$ cat config.mk
export PLATFORM = sky130hd
export DESIGN_NAME = pc_fetch_ctrl_flat
export DESIGN_NICKNAME = d
export VERILOG_FILES = /design/src/rtl/pc_fetch_ctrl_pkg.sv /design/src/rtl/pc_fetch_ctrl_if.sv /design/src/rtl/pc_fetch_ctrl.sv /design/src/flat_wrapper.sv
export SDC_FILE = /design/constraint.sdc
export NUM_CORES = 1
export LEC_CHECK = 0
export BUFFER_PORTS_ARGS = -buffer_cell sky130_fd_sc_hd__buf_2
export CORE_MARGIN = 2
export CORE_UTILIZATION = 52
export CTS_BUF_LIST = sky130_fd_sc_hd__clkbuf_4
export DETAILED_ROUTE_END_ITERATION = 10
export PLACE_DENSITY = 0.94
export SLEW_MARGIN = 0
export SYNTH_ARGS = -nofsm -noshare
export SYNTH_HDL_FRONTEND = slang
export SYNTH_SLANG_ARGS = --single-unit
$ cat constraint.sdc
create_clock -name clk -period 4.24 [get_ports clk]
set_input_delay 0.636 -clock clk [delete_from_list [all_inputs] [get_ports clk]]
set_output_delay 0.636 -clock clk [all_outputs]
set_load 0.05 [all_outputs]
$ cat src/rtl/pc_fetch_ctrl_pkg.sv
// Shared CPU fetch definitions: fetch FSM encoding, reset vector and the
// fetch exception bit layout handed to the IF/ID register.
package pc_fetch_ctrl_pkg;

    typedef enum logic [1:0] {
        S_REQ   = 2'd0,
        S_WAIT  = 2'd1,
        S_HOLD  = 2'd2,
        S_FLUSH = 2'd3
    } fetch_state_e;

    localparam logic [31:0] RESET_PC_DEFAULT = 32'hBFC0_0000;

    localparam int FETCH_EXC_W    = 8;
    localparam int FETCH_EXC_ADEL = 0;

    // Sequential successor of a PC; wraps modulo 2^32.
    function automatic logic [31:0] seq_pc(input logic [31:0] pc);
        return pc + 32'd4;
    endfunction

    function automatic logic pc_misaligned(input logic [31:0] pc);
        return pc[1:0] != 2'b00;
    endfunction

endpackage

$ cat src/rtl/pc_fetch_ctrl_if.sv
// SRAM-like instruction fetch bus: one request/accept handshake followed by
// a separate data return, at most one request outstanding.
interface pc_fetch_ctrl_if;

    logic        inst_req;
    logic [31:0] inst_addr;
    logic        inst_addr_ok;
    logic        inst_data_ok;
    logic [31:0] inst_rdata;

    modport master (
        output inst_req,
        output inst_addr,
        input  inst_addr_ok,
        input  inst_data_ok,
        input  inst_rdata
    );

    modport slave (
        input  inst_req,
        input  inst_addr,
        output inst_addr_ok,
        output inst_data_ok,
        output inst_rdata
    );

endinterface

$ cat src/rtl/pc_fetch_ctrl.sv
// Instruction fetch controller: owns the PC, issues one fetch at a time,
// holds returned words across pipeline stalls and flushes on interrupts.
module pc_fetch_ctrl
    import pc_fetch_ctrl_pkg::*;
#(
    parameter logic [31:0] RESET_PC = RESET_PC_DEFAULT
) (
    input  logic                   clk,
    input  logic                   rst_n,
    input  logic                   stall0,
    input  logic                   stall1,
    input  logic                   stall2,
    input  logic                   stall3,
    input  logic                   irq,
    input  logic [31:0]            exc_vector,
    input  logic                   branch_taken,
    input  logic [31:0]            branch_target,
    input  logic                   id_is_branch,
    pc_fetch_ctrl_if.master        fetch_bus,
    output logic [31:0]            PC_plus4,
    output logic [31:0]            Instruction,
    output logic                   is_delayslot,
    output logic [FETCH_EXC_W-1:0] fetch_exc,
    output logic                   fetch_stall
);

    fetch_state_e state_q, state_d;
    logic [31:0]  pc_q, pc_d;
    logic [31:0]  buf_q, buf_d;

    logic         pipe_stall;
    logic         pc_bad;
    logic         valid;
    logic         advance;
    logic [31:0]  pc_next;

    assign pipe_stall = (stall0 | stall1 | stall2 | stall3) & ~irq;
    assign pc_bad     = pc_misaligned(pc_q);
    assign pc_next    = branch_taken ? branch_target : seq_pc(pc_q);

    // Outputs are gated by rst_n so nothing stale escapes while reset is held.
    always_comb begin
        valid = 1'b0;
        if (rst_n) begin
            unique case (state_q)
                S_REQ:   valid = pc_bad;
                S_WAIT:  valid = fetch_bus.inst_data_ok;
                S_HOLD:  valid = 1'b1;
                S_FLUSH: valid = 1'b0;
                default: valid = 1'b0;
            endcase
        end
    end

    assign advance     = valid & ~pipe_stall & ~irq;
    assign fetch_stall = rst_n ? (~valid & ~irq) : 1'b1;

    assign fetch_bus.inst_req  = rst_n && (state_q == S_REQ) && !pc_bad;
    assign fetch_bus.inst_addr = pc_q;

    assign PC_plus4     = seq_pc(pc_q);
    assign is_delayslot = id_is_branch;

    always_comb begin
        Instruction = '0;
        if (valid) begin
            unique case (state_q)
                S_WAIT:  Instruction = fetch_bus.inst_rdata;
                S_HOLD:  Instruction = buf_q;
                default: Instruction = '0;
            endcase
        end
    end

    always_comb begin
        fetch_exc                 = '0;
        fetch_exc[FETCH_EXC_ADEL] = rst_n && (state_q == S_REQ) && pc_bad;
    end

    // NOTE: every always_comb target gets a default first so no latch is inferred.
    always_comb begin
        state_d = state_q;
        pc_d    = pc_q;
        buf_d   = buf_q;

        if (irq) begin
            pc_d = exc_vector;
            unique case (state_q)
                // An accepted request still owes us a data beat; drain it in S_FLUSH.
                S_REQ:   state_d = (!pc_bad && fetch_bus.inst_addr_ok) ? S_FLUSH : S_REQ;
                S_WAIT:  state_d = fetch_bus.inst_data_ok ? S_REQ : S_FLUSH;
                S_HOLD:  state_d = S_REQ;
                S_FLUSH: state_d = fetch_bus.inst_data_ok ? S_REQ : S_FLUSH;
                default: state_d = S_REQ;
            endcase
        end else begin
            unique case (state_q)
                S_REQ: begin
                    if (pc_bad) begin
                        if (advance) pc_d = pc_next;
                    end else if (fetch_bus.inst_addr_ok) begin
                        state_d = S_WAIT;
                    end
                end
                S_WAIT: begin
                    if (fetch_bus.inst_data_ok) begin
                        if (advance) begin
                            pc_d    = pc_next;
                            state_d = S_REQ;
                        end else begin
                            buf_d   = fetch_bus.inst_rdata;
                            state_d = S_HOLD;
                        end
                    end
                end
                S_HOLD: begin
                    if (advance) begin
                        pc_d    = pc_next;
                        state_d = S_REQ;
                    end
                end
                S_FLUSH: begin
                    if (fetch_bus.inst_data_ok) state_d = S_REQ;
                end
                default: state_d = S_REQ;
            endcase
        end
    end

    // NOTE: sequential state uses non-blocking assignments only, so every
    // register samples the pre-edge values of the others.
    always_ff @(posedge clk) begin
        if (!rst_n) begin
            state_q <= S_REQ;
            pc_q    <= RESET_PC;
            // NOTE: the hold buffer is a plain register, so it is reset; larger
            // storage arrays would normally be left unreset.
            buf_q   <= '0;
        end else begin
            state_q <= state_d;
            pc_q    <= pc_d;
            buf_q   <= buf_d;
        end
    end

endmodule

$ cat src/flat_wrapper.sv
// flat-port wrapper written by rule: the top's interface ports become plain ports
module pc_fetch_ctrl_flat import pc_fetch_ctrl_pkg::*;
#(
    parameter logic [31:0] RESET_PC = RESET_PC_DEFAULT
)
  (clk, rst_n, stall0, stall1, stall2, stall3, irq, exc_vector, branch_taken, branch_target, id_is_branch, PC_plus4, Instruction, is_delayslot, fetch_exc, fetch_stall, fetch_bus_inst_req, fetch_bus_inst_addr, fetch_bus_inst_addr_ok, fetch_bus_inst_data_ok, fetch_bus_inst_rdata);
  pc_fetch_ctrl_if fetch_bus_i ();
  input  logic clk;
  input  logic rst_n;
  input  logic stall0;
  input  logic stall1;
  input  logic stall2;
  input  logic stall3;
  input  logic irq;
  input  logic [31:0] exc_vector;
  input  logic branch_taken;
  input  logic [31:0] branch_target;
  input  logic id_is_branch;
  output logic [31:0] PC_plus4;
  output logic [31:0] Instruction;
  output logic is_delayslot;
  output logic [FETCH_EXC_W-1:0] fetch_exc;
  output logic fetch_stall;
  output wire logic [$bits(fetch_bus_i.inst_req)-1:0] fetch_bus_inst_req;
  output wire logic [$bits(fetch_bus_i.inst_addr)-1:0] fetch_bus_inst_addr;
  input wire logic [$bits(fetch_bus_i.inst_addr_ok)-1:0] fetch_bus_inst_addr_ok;
  input wire logic [$bits(fetch_bus_i.inst_data_ok)-1:0] fetch_bus_inst_data_ok;
  input wire logic [$bits(fetch_bus_i.inst_rdata)-1:0] fetch_bus_inst_rdata;
  assign fetch_bus_inst_req = fetch_bus_i.inst_req;
  assign fetch_bus_inst_addr = fetch_bus_i.inst_addr;
  assign fetch_bus_i.inst_addr_ok = fetch_bus_inst_addr_ok;
  assign fetch_bus_i.inst_data_ok = fetch_bus_inst_data_ok;
  assign fetch_bus_i.inst_rdata = fetch_bus_inst_rdata;
  pc_fetch_ctrl #(.RESET_PC(RESET_PC)) u_core (.clk(clk), .rst_n(rst_n), .stall0(stall0), .stall1(stall1), .stall2(stall2), .stall3(stall3), .irq(irq), .exc_vector(exc_vector), .branch_taken(branch_taken), .branch_target(branch_target), .id_is_branch(id_is_branch), .fetch_bus(fetch_bus_i), .PC_plus4(PC_plus4), .Instruction(Instruction), .is_delayslot(is_delayslot), .fetch_exc(fetch_exc), .fetch_stall(fetch_stall));
endmodule
==> metrics.md, run 1 <==
| Metric | Value |
|---|---|
| Worst min-delay path class | `reg -> reg` |
| Library cell appearing most often on the critical path | `sky130_fd_sc_hd__nand2_1` |
| Core Region | `8300 um2` |
| Mux contribution to synthesized area | `0.00888` |
| Top post-synthesis cells by area | `sky130_fd_sc_hd__dfxtp_1 29%, sky130_fd_sc_hd__nand2_1 7.7%, sky130_fd_sc_hd__a21oi_1 6.2%, sky130_fd_sc_hd__a22oi_1 5.7%, sky130_fd_sc_hd__nor2_1 5.1%` |
| IR drop worst, VDD | `0.000256 V` |
| Clock tree root buffer cell | `sky130_fd_sc_hd__clkbuf_4` |
| Worst hold start | `u_core.buf_q[14]` |
| Series of cell instances along the critical path | `inv_1 -> ha_1 -> nand2_1 -> a31oi_1 -> nand2_1 -> nor2_1 -> buf_2` |
| Number of H-tree levels | `3` |
| Path type of the worst setup path | `reg -> out` |
| Pleak | `2.44 nW` |
| Number of cells produced by synthesis | `613` |
| Minimum setup slack in the final design | `0.535 ns` |
| Global-route wire length before repair | `24.6 mm` |
| First element of the critical path | `u_core.state_q[1]` |
| Critical Path Fanout Max | `32` |
| Routed via count | `5507` |
| Share of synthesized cell area in and, or, nand and nor gates | `0.283` |
| Sequential area share after synthesis | `0.293` |
| TritonRoute pass-1 iters | `5` |
| Critical path's largest stage delay | `0.62 ns` |
| Starting utilization of the core area | `0.543` |
| DRT antenna net count | `0` |
| Fmax | `0.270 GHz` |
| Drc violations | `0` |
| Critical path's slowest cell | `sky130_fd_sc_hd__ha_1` |
| I/O Buffers | `204` |
| Via density per instance | `6.20` |
| ANT cells | `0` |
| Post-route cell area | `5640 um2` |
| Most instantiated cells after synthesis | `92 x sky130_fd_sc_hd__nand2_1, 66 x sky130_fd_sc_hd__dfxtp_1, 61 x sky130_fd_sc_hd__nor2_1` |
| Initial antenna violation count | `0` |
| Critical path launch point type | `register` |
| Xor/xnor share of the synthesized area | `0.0544` |
| Period utilization | `0.874` |
| Source-to-sink clock delay at the later pin of the worst-skew pair | `0.41 ns` |
| Outcome | `completed` |
| Post-CTS Setup Inserts | `0` |
| CTS clk-pin slew, worst paths | `0.11 ns` |
| Number of synthesized flops with an enable pin | `0` |
| Final HPWL from detailed placement | `10.9 mm` |
| Bufs on Longest Clock Path | `2` |
| Ratio of cells with drive above 1 in the final layout | `0.310` |
| Die footprint | `9430 um2` |
| Quantity of gates resized following cts | `0` |
| Remaining global-route overflow | `0` |
| Post-synthesis cell area | `4510 um2` |
| Cell taking the most area after synthesis | `sky130_fd_sc_hd__dfxtp_1` |
| Count leader, synth | `sky130_fd_sc_hd__nand2_1` |
| Mean instance size in the synthesized netlist | `7.35 um2` |
| Fraction of synthesis flops using an asynchronous set or reset pin | `0` |
| Layout area overhead | `25.1%` |
| Flop and latch count out of synthesis | `66` |
| Crit Reg-Reg Startpoint | `u_core.state_q[0]` |
| Least-Margin Pin Slew | `1.15 ns` |
| Setup-failing EPs final | `0` |
| Final core utilization | `0.679` |
| Family of cells with the greatest summed delay on the critical path | `simple AND/OR/NAND/NOR gates` |
| Post-synthesis compound-gate area fraction | `0.274` |
| Floorplan die height | `97.1 um` |
| Warning count from the yosys run | `0` |
| Routed wire length | `15.0 mm` |
| Number of distinct standard cells referenced by the synthesized netlist | `66` |
| Row cnt | `33` |
| Final hold slack | `0.463 ns` |
| Weighted congestion at the end of routability-driven global placement | `1.04` |
| Post-CTS Hold Buffers | `0` |
| Summed negative setup slack over all endpoints | `0 ns` |
| Data required, critical path | `3.60 ns` |
| Main combinational cell family by area after synthesis | `simple AND/OR/NAND/NOR gates` |
| Die outline width | `97.1 um` |
| Detailed Route Iter0 Violations | `394` |
| Clock tree from TritonCTS | `built` |
| Crit path capture type | `primary output` |
| Most used flip-flop cell after synthesis | `sky130_fd_sc_hd__dfxtp_1` |
| Adder-cell share of the synthesized area | `0.0139` |
| Vias in the first global route | `5215` |
| PwrDens | `370 nW/um2` |
| Cts bufs inserted | `9` |
| Endpoints failing hold | `0` |
| Clock Sink Count | `66` |
| Top-level port count | `214` |
| Count of pins over their slew limit | `0` |
| Worst setup timing slack at the placement stage | `1.01 ns` |
| Largest net degree at the start of global routing | `37` |
| Nets@finish | `890` |
| Post-DR wirelength/cell | `16.9 um` |
| Clock period minus final worst setup slack | `3.71 ns` |
| Worst path buffer plus inverter count | `2` |
| Unrepaired setup endpoints after global routing | `no` |
| Placement-stage cell area | `5450 um2` |
| Worst endpoint data arrival time | `3.07 ns` |
| Max-Cap Viols | `0` |
| Yosys top cell area share | `0.293` |
| Relative max-transition margin | `0.233` |
| Final setup skew | `0.0219 ns` |
| GRT Util Overall | `0.309` |
## per-layer routing
| metal | wire length (um) | global-route usage |
|---|---|---|
| met2 | 7170 | 0.513 |
| met4 | 522 | 0.159 |
| met1 | 5740 | 0.372 |
| met3 | 1590 | 0.0741 |
| met5 | 0 | 0 |
## cells by family after synthesis
kind of cell	after synthesis
mux	4
flops	66
compound gates	184
fa+ha+maj	5
buf+inv	73
simple gates	252
other cells	1
xor+xnor	28
## area by class of cell
class	instances	area, um2
fill	717	2660
timing repair buffer	212	1080
multi-input combinational	480	2890
clock buffer	9	67.6
inverter	9	33.8
tap	105	131
clock inverter	7	118
sequential	66	1320
## worst paths after layout
check | end | slack [ns] | cells after the start
worst max register to register | u_core.buf_q[12] | 1.27 | 7
worst max-delay path | Instruction[3] | 0.53 | 7
worst min-delay path | u_core.buf_q[14] | 0.46 | 2
worst min register to register | u_core.buf_q[14] | 0.46 | 2
## power breakdown
part           leakage, nW  internal [mW]  total [mW]  switching, mW
Sequential           0.540          0.666       0.727         0.0612
Clock               0.0999          0.298       0.543          0.244
Combinational         1.80          0.238       0.818          0.580
## worst min-delay path, cell delays in order (launching register included)
cell	delay, ns
sky130_fd_sc_hd__dfxtp_1	0.33
sky130_fd_sc_hd__nand2_1	0.05
sky130_fd_sc_hd__a21oi_1	0.05
## registers in the layout (all words and copies together) (netlist names)
signal / flops
u_core.fetch_bus.inst_addr: 32
u_core.state_q: 2
u_core.buf_q: 32
## cell usage in the layout (no fill, tap or decap), types with 5 or more instances in the layout
cell                       synthesis  layout
sky130_fd_sc_hd__a21oi_1          56      56
sky130_fd_sc_hd__a221oi_1          5       5
sky130_fd_sc_hd__a22o_1            5       5
sky130_fd_sc_hd__a22oi_1          34      34
sky130_fd_sc_hd__a31oi_1           8       8
sky130_fd_sc_hd__and3_1            7       7
sky130_fd_sc_hd__and4_1            7       7
sky130_fd_sc_hd__buf_2             9     204
sky130_fd_sc_hd__buf_4            10       8
sky130_fd_sc_hd__clkbuf_4          0       9
sky130_fd_sc_hd__conb_1            1       7
sky130_fd_sc_hd__dfxtp_1          66      66
sky130_fd_sc_hd__ha_1              5       5
sky130_fd_sc_hd__inv_1             9       9
sky130_fd_sc_hd__nand2_1          92      92
sky130_fd_sc_hd__nand2b_1          9       9
sky130_fd_sc_hd__nand3_1          22      22
sky130_fd_sc_hd__nand4_1           9       9
sky130_fd_sc_hd__nor2_1           61      61
sky130_fd_sc_hd__nor3_1           11      11
sky130_fd_sc_hd__nor4_1            5       5
sky130_fd_sc_hd__o211ai_1          9       9
sky130_fd_sc_hd__o21a_1            5       5
sky130_fd_sc_hd__o21ai_0          22      22
sky130_fd_sc_hd__xnor2_1          19      19
sky130_fd_sc_hd__xor2_1            9       9
## metrics by stage
step                instances  total power [mW]
finish                    888              2.09
global route              888              2.19
CTS                       888              2.08
detailed placement        872              1.55
global placement          872              1.52
floorplan                 619              1.35
Note: power is estimated with default switching activity, not from simulation.
==> run 2: changes to the inputs <==
--- a/config.mk
+++ b/config.mk
@@ -11,6 +11,7 @@
 export CTS_BUF_LIST = sky130_fd_sc_hd__clkbuf_4
 export DETAILED_ROUTE_END_ITERATION = 10
 export PLACE_DENSITY = 0.94
+export REMOVE_ABC_BUFFERS = 1
 export SLEW_MARGIN = 0
 export SYNTH_ARGS = -nofsm -noshare
 export SYNTH_HDL_FRONTEND = slang
==> run 2 against run 1 <==
Effect of this change: sequential share of layout area increased by 0.17 points; register-to-register slack better by 0.09 ns; sequential power about the same; clock-buffer cell count unchanged; global-route usage down 1.2 points.
==> metrics.md, run 2 (synthesized netlist as in run 1, its figures left out) <==
| Metric | Value |
|---|---|
| Ratio of cells with drive above 1 in the final layout | `0.309 (was 0.310)` |
| Worst endpoint data arrival time | `2.90 ns (was 3.07 ns)` |
| Total instance count after detailed placement | `871 (was 872)` |
| Library cell appearing most often on the critical path | `sky130_fd_sc_hd__nand2_1 (unchanged)` |
| Commonest non-fill, non-tap cells in the layout | `204 x sky130_fd_sc_hd__buf_2, 92 x sky130_fd_sc_hd__nand2_1, 66 x sky130_fd_sc_hd__dfxtp_1, 61 x sky130_fd_sc_hd__nor2_1, 56 x sky130_fd_sc_hd__a21oi_1 (unchanged)` |
| Data required, critical path | `3.60 ns (about the same)` |
| Worst min-delay path class | `in -> reg (was reg -> reg)` |
| CTS clk-pin slew, worst paths | `0.13 ns (was 0.11 ns)` |
| Max-Cap Viols | `0 (unchanged)` |
| Placement-stage cell area | `5450 um2 (about the same)` |
| DRT antenna net count | `0 (unchanged)` |
| Detailed Route Iter0 Violations | `423 (was 394)` |
| Most common cell after layout, fill and taps aside | `sky130_fd_sc_hd__buf_2 (unchanged)` |
| Summed negative setup slack over all endpoints | `0 ns (unchanged)` |
| Bufs on Longest Clock Path | `2 (unchanged)` |
| IR drop worst, VDD | `0.000378 V (was 0.000256 V)` |
| Fmax | `0.282 GHz (was 0.270 GHz)` |
| Final setup skew | `0.0215 ns (was 0.0219 ns)` |
| Non-filler instance count after layout | `888 (unchanged)` |
| Die footprint | `9430 um2 (unchanged)` |
| Crit Reg-Reg Startpoint | `u_core.state_q[0] (unchanged)` |
| Row cnt | `33 (unchanged)` |
| Post-DR wirelength/cell | `16.5 um (was 16.9 um)` |
| Largest net degree at the start of global routing | `45 (was 37)` |
| GRT Util Overall | `0.297 (was 0.309)` |
| Family of cells with the greatest summed delay on the critical path | `simple AND/OR/NAND/NOR gates (unchanged)` |
| Post-CTS Hold Buffers | `0 (unchanged)` |
| Clock period minus final worst setup slack | `3.54 ns (was 3.71 ns)` |
| Post-route cell area | `5600 um2 (was 5640 um2)` |
| Floorplan die height | `97.1 um (unchanged)` |
| Quantity of gates resized following cts | `0 (unchanged)` |
| Starting utilization of the core area | `0.543 (unchanged)` |
| Period utilization | `0.835 (was 0.874)` |
| Core Region | `8300 um2 (unchanged)` |
| Setup-failing EPs final | `0 (unchanged)` |
| Series of cell instances along the critical path | `inv_1 -> ha_1 -> or3b_2 -> nand2_1 -> a31oi_1 -> nand2_1 -> nor2_1 -> buf_2 (was inv_1 -> ha_1 -> nand2_1 -> a31oi_1 -> nand2_1 -> nor2_1 -> buf_2)` |
| Final HPWL from detailed placement | `10.5 mm (was 10.9 mm)` |
| PwrDens | `352 nW/um2 (was 370 nW/um2)` |
| Routed wire length | `14.7 mm (was 15.0 mm)` |
| Drc violations | `0 (unchanged)` |
| Worst hold start | `fetch_bus_inst_rdata[8] (was u_core.buf_q[14])` |
| Via density per instance | `6.15 (was 6.20)` |
| TritonRoute pass-1 iters | `5 (unchanged)` |
| Count of pins over their slew limit | `0 (unchanged)` |
| Global-route wire length before repair | `23.6 mm (was 24.6 mm)` |
| Worst r2r path cells | `7 (unchanged)` |
| Number of cells traversed by the worst hold path | `3 (was 2)` |
| Post-layout total power | `1.97 mW (was 2.09 mW)` |
| Critical path's slowest cell | `sky130_fd_sc_hd__nand2_1 (was sky130_fd_sc_hd__ha_1)` |
| ANT cells | `0 (unchanged)` |
| Clock tree root buffer cell | `sky130_fd_sc_hd__clkbuf_4 (unchanged)` |
| Clock Sink Count | `66 (unchanged)` |
| Least-Margin Pin Slew | `1.07 ns (was 1.15 ns)` |
| Crit path capture type | `primary output (unchanged)` |
| Filler Cells Inserted | `733 (was 717)` |
| Initial antenna violation count | `0 (unchanged)` |
| Relative max-transition margin | `0.287 (was 0.233)` |
| Critical path launch point type | `register (unchanged)` |
| Critical Path Fanout Max | `32 (unchanged)` |
| Endpoints failing hold | `0 (unchanged)` |
| Worst Hold Endpoint | `u_core.buf_q[8] (was u_core.buf_q[14])` |
| Pleak | `2.42 nW (was 2.44 nW)` |
| Multi-input combinational cell area | `2890 um2 (unchanged)` |
| Unrepaired setup endpoints after global routing | `no (unchanged)` |
| Nets@finish | `890 (unchanged)` |
| Remaining global-route overflow | `0 (unchanged)` |
| Post-CTS Setup Inserts | `0 (unchanged)` |
| Outcome | `completed (unchanged)` |
| Path type of the worst setup path | `reg -> out (unchanged)` |
| Setup slack on the worst flop-to-flop path | `1.36 ns (was 1.27 ns)` |
| I/O Buffers | `204 (unchanged)` |
| Cts bufs inserted | `9 (unchanged)` |
| Number of H-tree levels | `3 (unchanged)` |
| Clock tree from TritonCTS | `built (unchanged)` |
| Critical path's largest stage delay | `0.73 ns (was 0.62 ns)` |
| Worst path buffer plus inverter count | `2 (unchanged)` |
| Crit Reg-Reg Endpoint | `u_core.buf_q[14] (was u_core.buf_q[12])` |
| Register area | `1320 um2 (unchanged)` |
| Routed via count | `5465 (was 5507)` |
| Weighted congestion at the end of routability-driven global placement | `0.930 (was 1.04)` |
| Top-level port count | `214 (unchanged)` |
| Source-to-sink clock delay at the later pin of the worst-skew pair | `0.41 ns (about the same)` |
| Vias in the first global route | `5006 (was 5215)` |
| Layout area overhead | `24.2% (was 25.1%)` |
| Die outline width | `97.1 um (unchanged)` |
==> run 2: power breakdown <==
group          switching [mW]  internal, mW  leakage (nW)
registers              0.0590         0.666         0.540
clock network           0.248         0.179        0.0737
logic                   0.581         0.239          1.80
total                   0.888          1.08          2.42
==> run 2: final cells by class <==
cell class / count / share of cell area
clock inverter: 7 / 0.0123
inverter: 9 / 0.00604
timing repair buffer: 212 / 0.194
sequential: 66 / 0.236
tap: 105 / 0.0235
clock buffer: 9 / 0.0121
multi-input combinational: 480 / 0.516
==> run 2: worst max path at each step <==
| stage | startpoint | to | slack [ns] | depth (start not counted) |
|---|---|---|---|---|
| floorplan | u_core.fetch_bus.inst_addr[1] | Instruction[0] | 0.84 | 5 |
| global placement | u_core.state_q[0] | u_core.buf_q[10] | 1.29 | 7 |
| detailed placement | u_core.state_q[0] | u_core.buf_q[14] | 1.11 | 7 |
| CTS | u_core.state_q[0] | Instruction[28] | 0.68 | 8 |
| global route | u_core.state_q[1] | Instruction[24] | 0.45 | 8 |
| finish | u_core.state_q[0] | Instruction[28] | 0.70 | 8 |
==> run 2: per-layer routing <==
metal  wire length (um)  up-vias  GRT usage
li1                   -     2538          -
met1               5790     2524      0.375
met2               7080      355      0.489
met3               1400       48     0.0619
met4                417        0      0.132
met5                  0        -          0
==> run 2: tightest hold or removal path, delay by kind of cell <==
family	cells	cell delay [ns]
compound gates	1	0.05
buf+inv	1	0.11
simple gates	1	0.05
==> run 2: per-stage QoR <==
step	utilization	worst slack (ns)	hold WS, ns
2_1_floorplan	-	0.836	0.436
3_3_place_gp	0.656	1.29	0.442
3_5_place_dp	0.656	1.11	0.446
4_1_cts	0.673	0.682	0.434
5_1_grt	0.674	0.452	0.416
6_report	0.674	0.699	0.457
==> run 3: changes to the inputs <==
--- a/config.mk
+++ b/config.mk
@@ -7,10 +7,10 @@
 export LEC_CHECK = 0
 export BUFFER_PORTS_ARGS = -buffer_cell sky130_fd_sc_hd__buf_2
 export CORE_MARGIN = 2
-export CORE_UTILIZATION = 52
+export CORE_UTILIZATION = 44
 export CTS_BUF_LIST = sky130_fd_sc_hd__clkbuf_4
 export DETAILED_ROUTE_END_ITERATION = 10
-export PLACE_DENSITY = 0.94
+export PLACE_DENSITY = 0.85
 export REMOVE_ABC_BUFFERS = 1
 export SLEW_MARGIN = 0
 export SYNTH_ARGS = -nofsm -noshare
==> constraint.sdc (replaced) <==
create_clock -name clk -period 3.2 [get_ports clk]
set_input_delay 0.48 -clock clk [delete_from_list [all_inputs] [get_ports clk]]
set_output_delay 0.48 -clock clk [all_outputs]
set_load 0.05 [all_outputs]
==> run 3 against run 2 <==
Effect of this change: combinational power is 33% higher; hold slack worse by 0.13 ns; flip-flop and latch count stayed put; first-iteration DRC count is 4.0% higher; worst setup slack worse by 0.63 ns; cell count is 4.5% higher; register-to-register slack worse by 0.69 ns; sequential share of layout area is 0.34 points lower; critical path depth is 3 lower; final area is 1.6% higher; clock-buffer cell count is 1 higher; non-clock buffer count is 12 higher.
==> metrics.md, run 3 (synthesized netlist as in run 1, its figures left out) <==
| Metric | Value |
|---|---|
| Global-route wire length before repair | `23.7 mm (was 23.6 mm)` |
| Switch share | `0.455 (was 0.450)` |
| Core Region | `9860 um2 (was 8300 um2)` |
| Fraction of power consumed by combinational cells | `0.436 (was 0.416)` |
| Worst r2r path cells | `7 (unchanged)` |
| Critical path's slowest cell | `sky130_fd_sc_hd__or4_4 (was sky130_fd_sc_hd__nand2_1)` |
| Routed wire length | `14.8 mm (was 14.7 mm)` |
| Bufs on Longest Clock Path | `2 (unchanged)` |
| Series of cell instances along the critical path | `nand4_4 -> or4_4 -> nor4_4 -> xor2_1 -> buf_2 (was inv_1 -> ha_1 -> or3b_2 -> nand2_1 -> a31oi_1 -> nand2_1 -> nor2_1 -> buf_2)` |
| Clock tree from TritonCTS | `built (unchanged)` |
| Least-Margin Pin Slew | `0.620 ns (was 1.07 ns)` |
| Count of pins over their slew limit | `0 (unchanged)` |
| Nets@finish | `902 (was 890)` |
| Post-CTS Setup Inserts | `0 (unchanged)` |
| DRT antenna net count | `0 (unchanged)` |
| Reported net switching power | `1.14 mW (was 888 uW)` |
| Post-DR wirelength/cell | `15.9 um (was 16.5 um)` |
| Minimum setup slack in the final design | `0.0712 ns (was 0.699 ns)` |
| Final HPWL from detailed placement | `10.7 mm (was 10.5 mm)` |
| Worst setup timing slack at the placement stage | `0.465 ns (was 1.11 ns)` |
| Die outline width | `105 um (was 97.1 um)` |
| Initial antenna violation count | `1 (was 0)` |
| Weighted congestion at the end of routability-driven global placement | `0.981 (was 0.930)` |
| Internal Dissipation | `1.36 mW (was 1.08 mW)` |
| Clock period minus final worst setup slack | `3.13 ns` |
| Max-Cap Viols | `0 (unchanged)` |
| Pleak | `2.46 nW (was 2.42 nW)` |
| Vias in the first global route | `4779 (was 5006)` |
| Summed negative setup slack over all endpoints | `0 ns (unchanged)` |
| Commonest non-fill, non-tap cells in the layout | `204 x sky130_fd_sc_hd__buf_2, 91 x sky130_fd_sc_hd__nand2_1, 64 x sky130_fd_sc_hd__dfxtp_1, 61 x sky130_fd_sc_hd__nor2_1, 56 x sky130_fd_sc_hd__a21oi_1 (was 204 x sky130_fd_sc_hd__buf_2, 92 x sky130_fd_sc_hd__nand2_1, 66 x sky130_fd_sc_hd__dfxtp_1, 61 x sky130_fd_sc_hd__nor2_1, 56 x sky130_fd_sc_hd__a21oi_1)` |
| CTS clk-pin slew, worst paths | `0.12 ns (was 0.13 ns)` |
| Die footprint | `11100 um2 (was 9430 um2)` |
| Post-CTS Hold Buffers | `0 (unchanged)` |
| Via density per instance | `5.78 (was 6.15)` |
| Source-to-sink clock delay at the later pin of the worst-skew pair | `0.40 ns (was 0.41 ns)` |
| Register area | `1320 um2 (about the same)` |
| I/O Buffers | `204 (unchanged)` |
| Worst min-delay path class | `in -> reg (unchanged)` |
| Period utilization | `0.978` |
| Row cnt | `36 (was 33)` |
| Family of cells with the greatest summed delay on the critical path | `simple AND/OR/NAND/NOR gates (unchanged)` |
| Top-level port count | `214 (unchanged)` |
| Final setup skew | `0.0198 ns (was 0.0215 ns)` |
| Worst endpoint data arrival time | `2.65 ns (was 2.90 ns)` |
| TritonRoute pass-1 iters | `6 (was 5)` |
| Remaining global-route overflow | `0 (unchanged)` |
| Starting utilization of the core area | `0.457 (was 0.543)` |
| Worst path buffer plus inverter count | `1 (was 2)` |
| Portion of total power attributed to sequential cells | `0.383 (was 0.368)` |
| PwrDens | `440 nW/um2 (was 352 nW/um2)` |
| Ratio of cells with drive above 1 in the final layout | `0.322 (was 0.309)` |
| Filler Cells Inserted | `978 (was 733)` |
| Setup-failing EPs final | `0 (unchanged)` |
| Met2 track utilization from global routing | `0.415 (was 0.489)` |
| Number of cells traversed by the worst hold path | `3 (unchanged)` |
| Critical path launch point type | `register (unchanged)` |
| Floorplan die height | `105 um (was 97.1 um)` |
| Cts bufs inserted | `9 (unchanged)` |
| Critical path depth in cells | `5 (was 8)` |
| Multi-input combinational cell area | `2890 um2 (about the same)` |
| Routed via count | `5366 (was 5465)` |
| Number of H-tree levels | `3 (unchanged)` |
| Critical Path Fanout Max | `6 (was 32)` |
| IR drop worst, VDD | `0.000340 V (was 0.000378 V)` |
| Clock Sink Count | `66 (unchanged)` |
| Drc violations | `0 (unchanged)` |
| Fmax | `0.320 GHz` |
| Critical path's largest stage delay | `0.65 ns (was 0.73 ns)` |
| Detailed Route Iter0 Violations | `440 (was 423)` |
| GRT Util Overall | `0.258 (was 0.297)` |
| Relative max-transition margin | `0.587 (was 0.287)` |
| Quantity of gates resized following cts | `0 (unchanged)` |
| Outcome | `completed (unchanged)` |
| Crit path capture type | `primary output (unchanged)` |
| Gr busiest metal | `met2 (unchanged)` |
| Global routing met3 resource utilization | `0.0318 (was 0.0619)` |
| Post-layout total power | `2.50 mW (was 1.97 mW)` |
| Endpoints failing hold | `0 (unchanged)` |
| Unrepaired setup endpoints after global routing | `no (unchanged)` |
| Most common cell after layout, fill and taps aside | `sky130_fd_sc_hd__buf_2 (unchanged)` |
| Path type of the worst setup path | `reg -> out (unchanged)` |
| Clock tree root buffer cell | `sky130_fd_sc_hd__clkbuf_4 (unchanged)` |
| Final hold slack | `0.324 ns (was 0.457 ns)` |
| Data required, critical path | `2.72 ns (was 3.60 ns)` |
| Met1 GRT Util | `0.354 (was 0.375)` |
| Largest net degree at the start of global routing | `35 (was 45)` |
| Layout area overhead | `26.2% (was 24.2%)` |
| Clock Power Share | `0.181 (was 0.216)` |
-- run 3: cell count changes in the layout (fill, tap and decap cells not counted), sizes merged --
| cell | change |
|---|---|
| bufinv | -1 |
| clkbuf | +1 |
| buf | +12 |
| clkinv | +1 |
| diode | +1 |
| clkinvlp | -1 |
| inv | -1 |
-- run 3: path summary, 6_finish.rpt --
| check | to | start | slack [ns] |
|---|---|---|---|
| max | PC_plus4[31] | u_core.fetch_bus.inst_addr[9] | 0.07 |
| min | u_core.buf_q[11] | fetch_bus_inst_rdata[11] | 0.32 |
| max reg2reg | u_core.fetch_bus.inst_addr[24] | u_core.state_q[0] | 0.67 |
| min reg2reg | u_core.buf_q[2] | u_core.buf_q[2] | 0.46 |
-- run 3: through the flow --
step / std cells / utilization / instance area, um2
floorplan: 555 / - / 4240
global placement: 912 / 0.565 / 5580
detailed placement: 912 / 0.565 / 5580
CTS: 927 / 0.575 / 5680
global route: 928 / 0.577 / 5690
finish: 928 / 0.577 / 5690
-- run 3: tightest hold or removal path: stages --
cell	delay [ns]
sky130_fd_sc_hd__buf_2	0.10
sky130_fd_sc_hd__nand2_1	0.05
sky130_fd_sc_hd__a21oi_1	0.05
-- run 3: power groups by stage --
stage          combinational (mW)  clock [mW]  sequential [mW]
2_1_floorplan               0.653           0             1.07
3_3_place_gp                 1.07           0            0.970
6_report                     1.09       0.454            0.959
5_1_grt                      1.18       0.493            0.968
4_1_cts                      1.08       0.460            0.956
3_5_place_dp                 1.08           0            0.975
-- run 3: final cells by class --
type / count / share of cell area
sequential: 66 / 0.233
timing repair buffer: 224 / 0.206
clock inverter: 5 / 0.00396
inverter: 9 / 0.00594
tap: 133 / 0.0293
antenna: 1 / 0.000440
clock buffer: 10 / 0.0132
multi-input combinational: 480 / 0.509
-- run 3: per-layer routing --
metal	routed length, um	vias up
li1	-	2553
met4	361	0
met1	6390	2493
met3	1090	34
met2	6940	286
met5	0	-
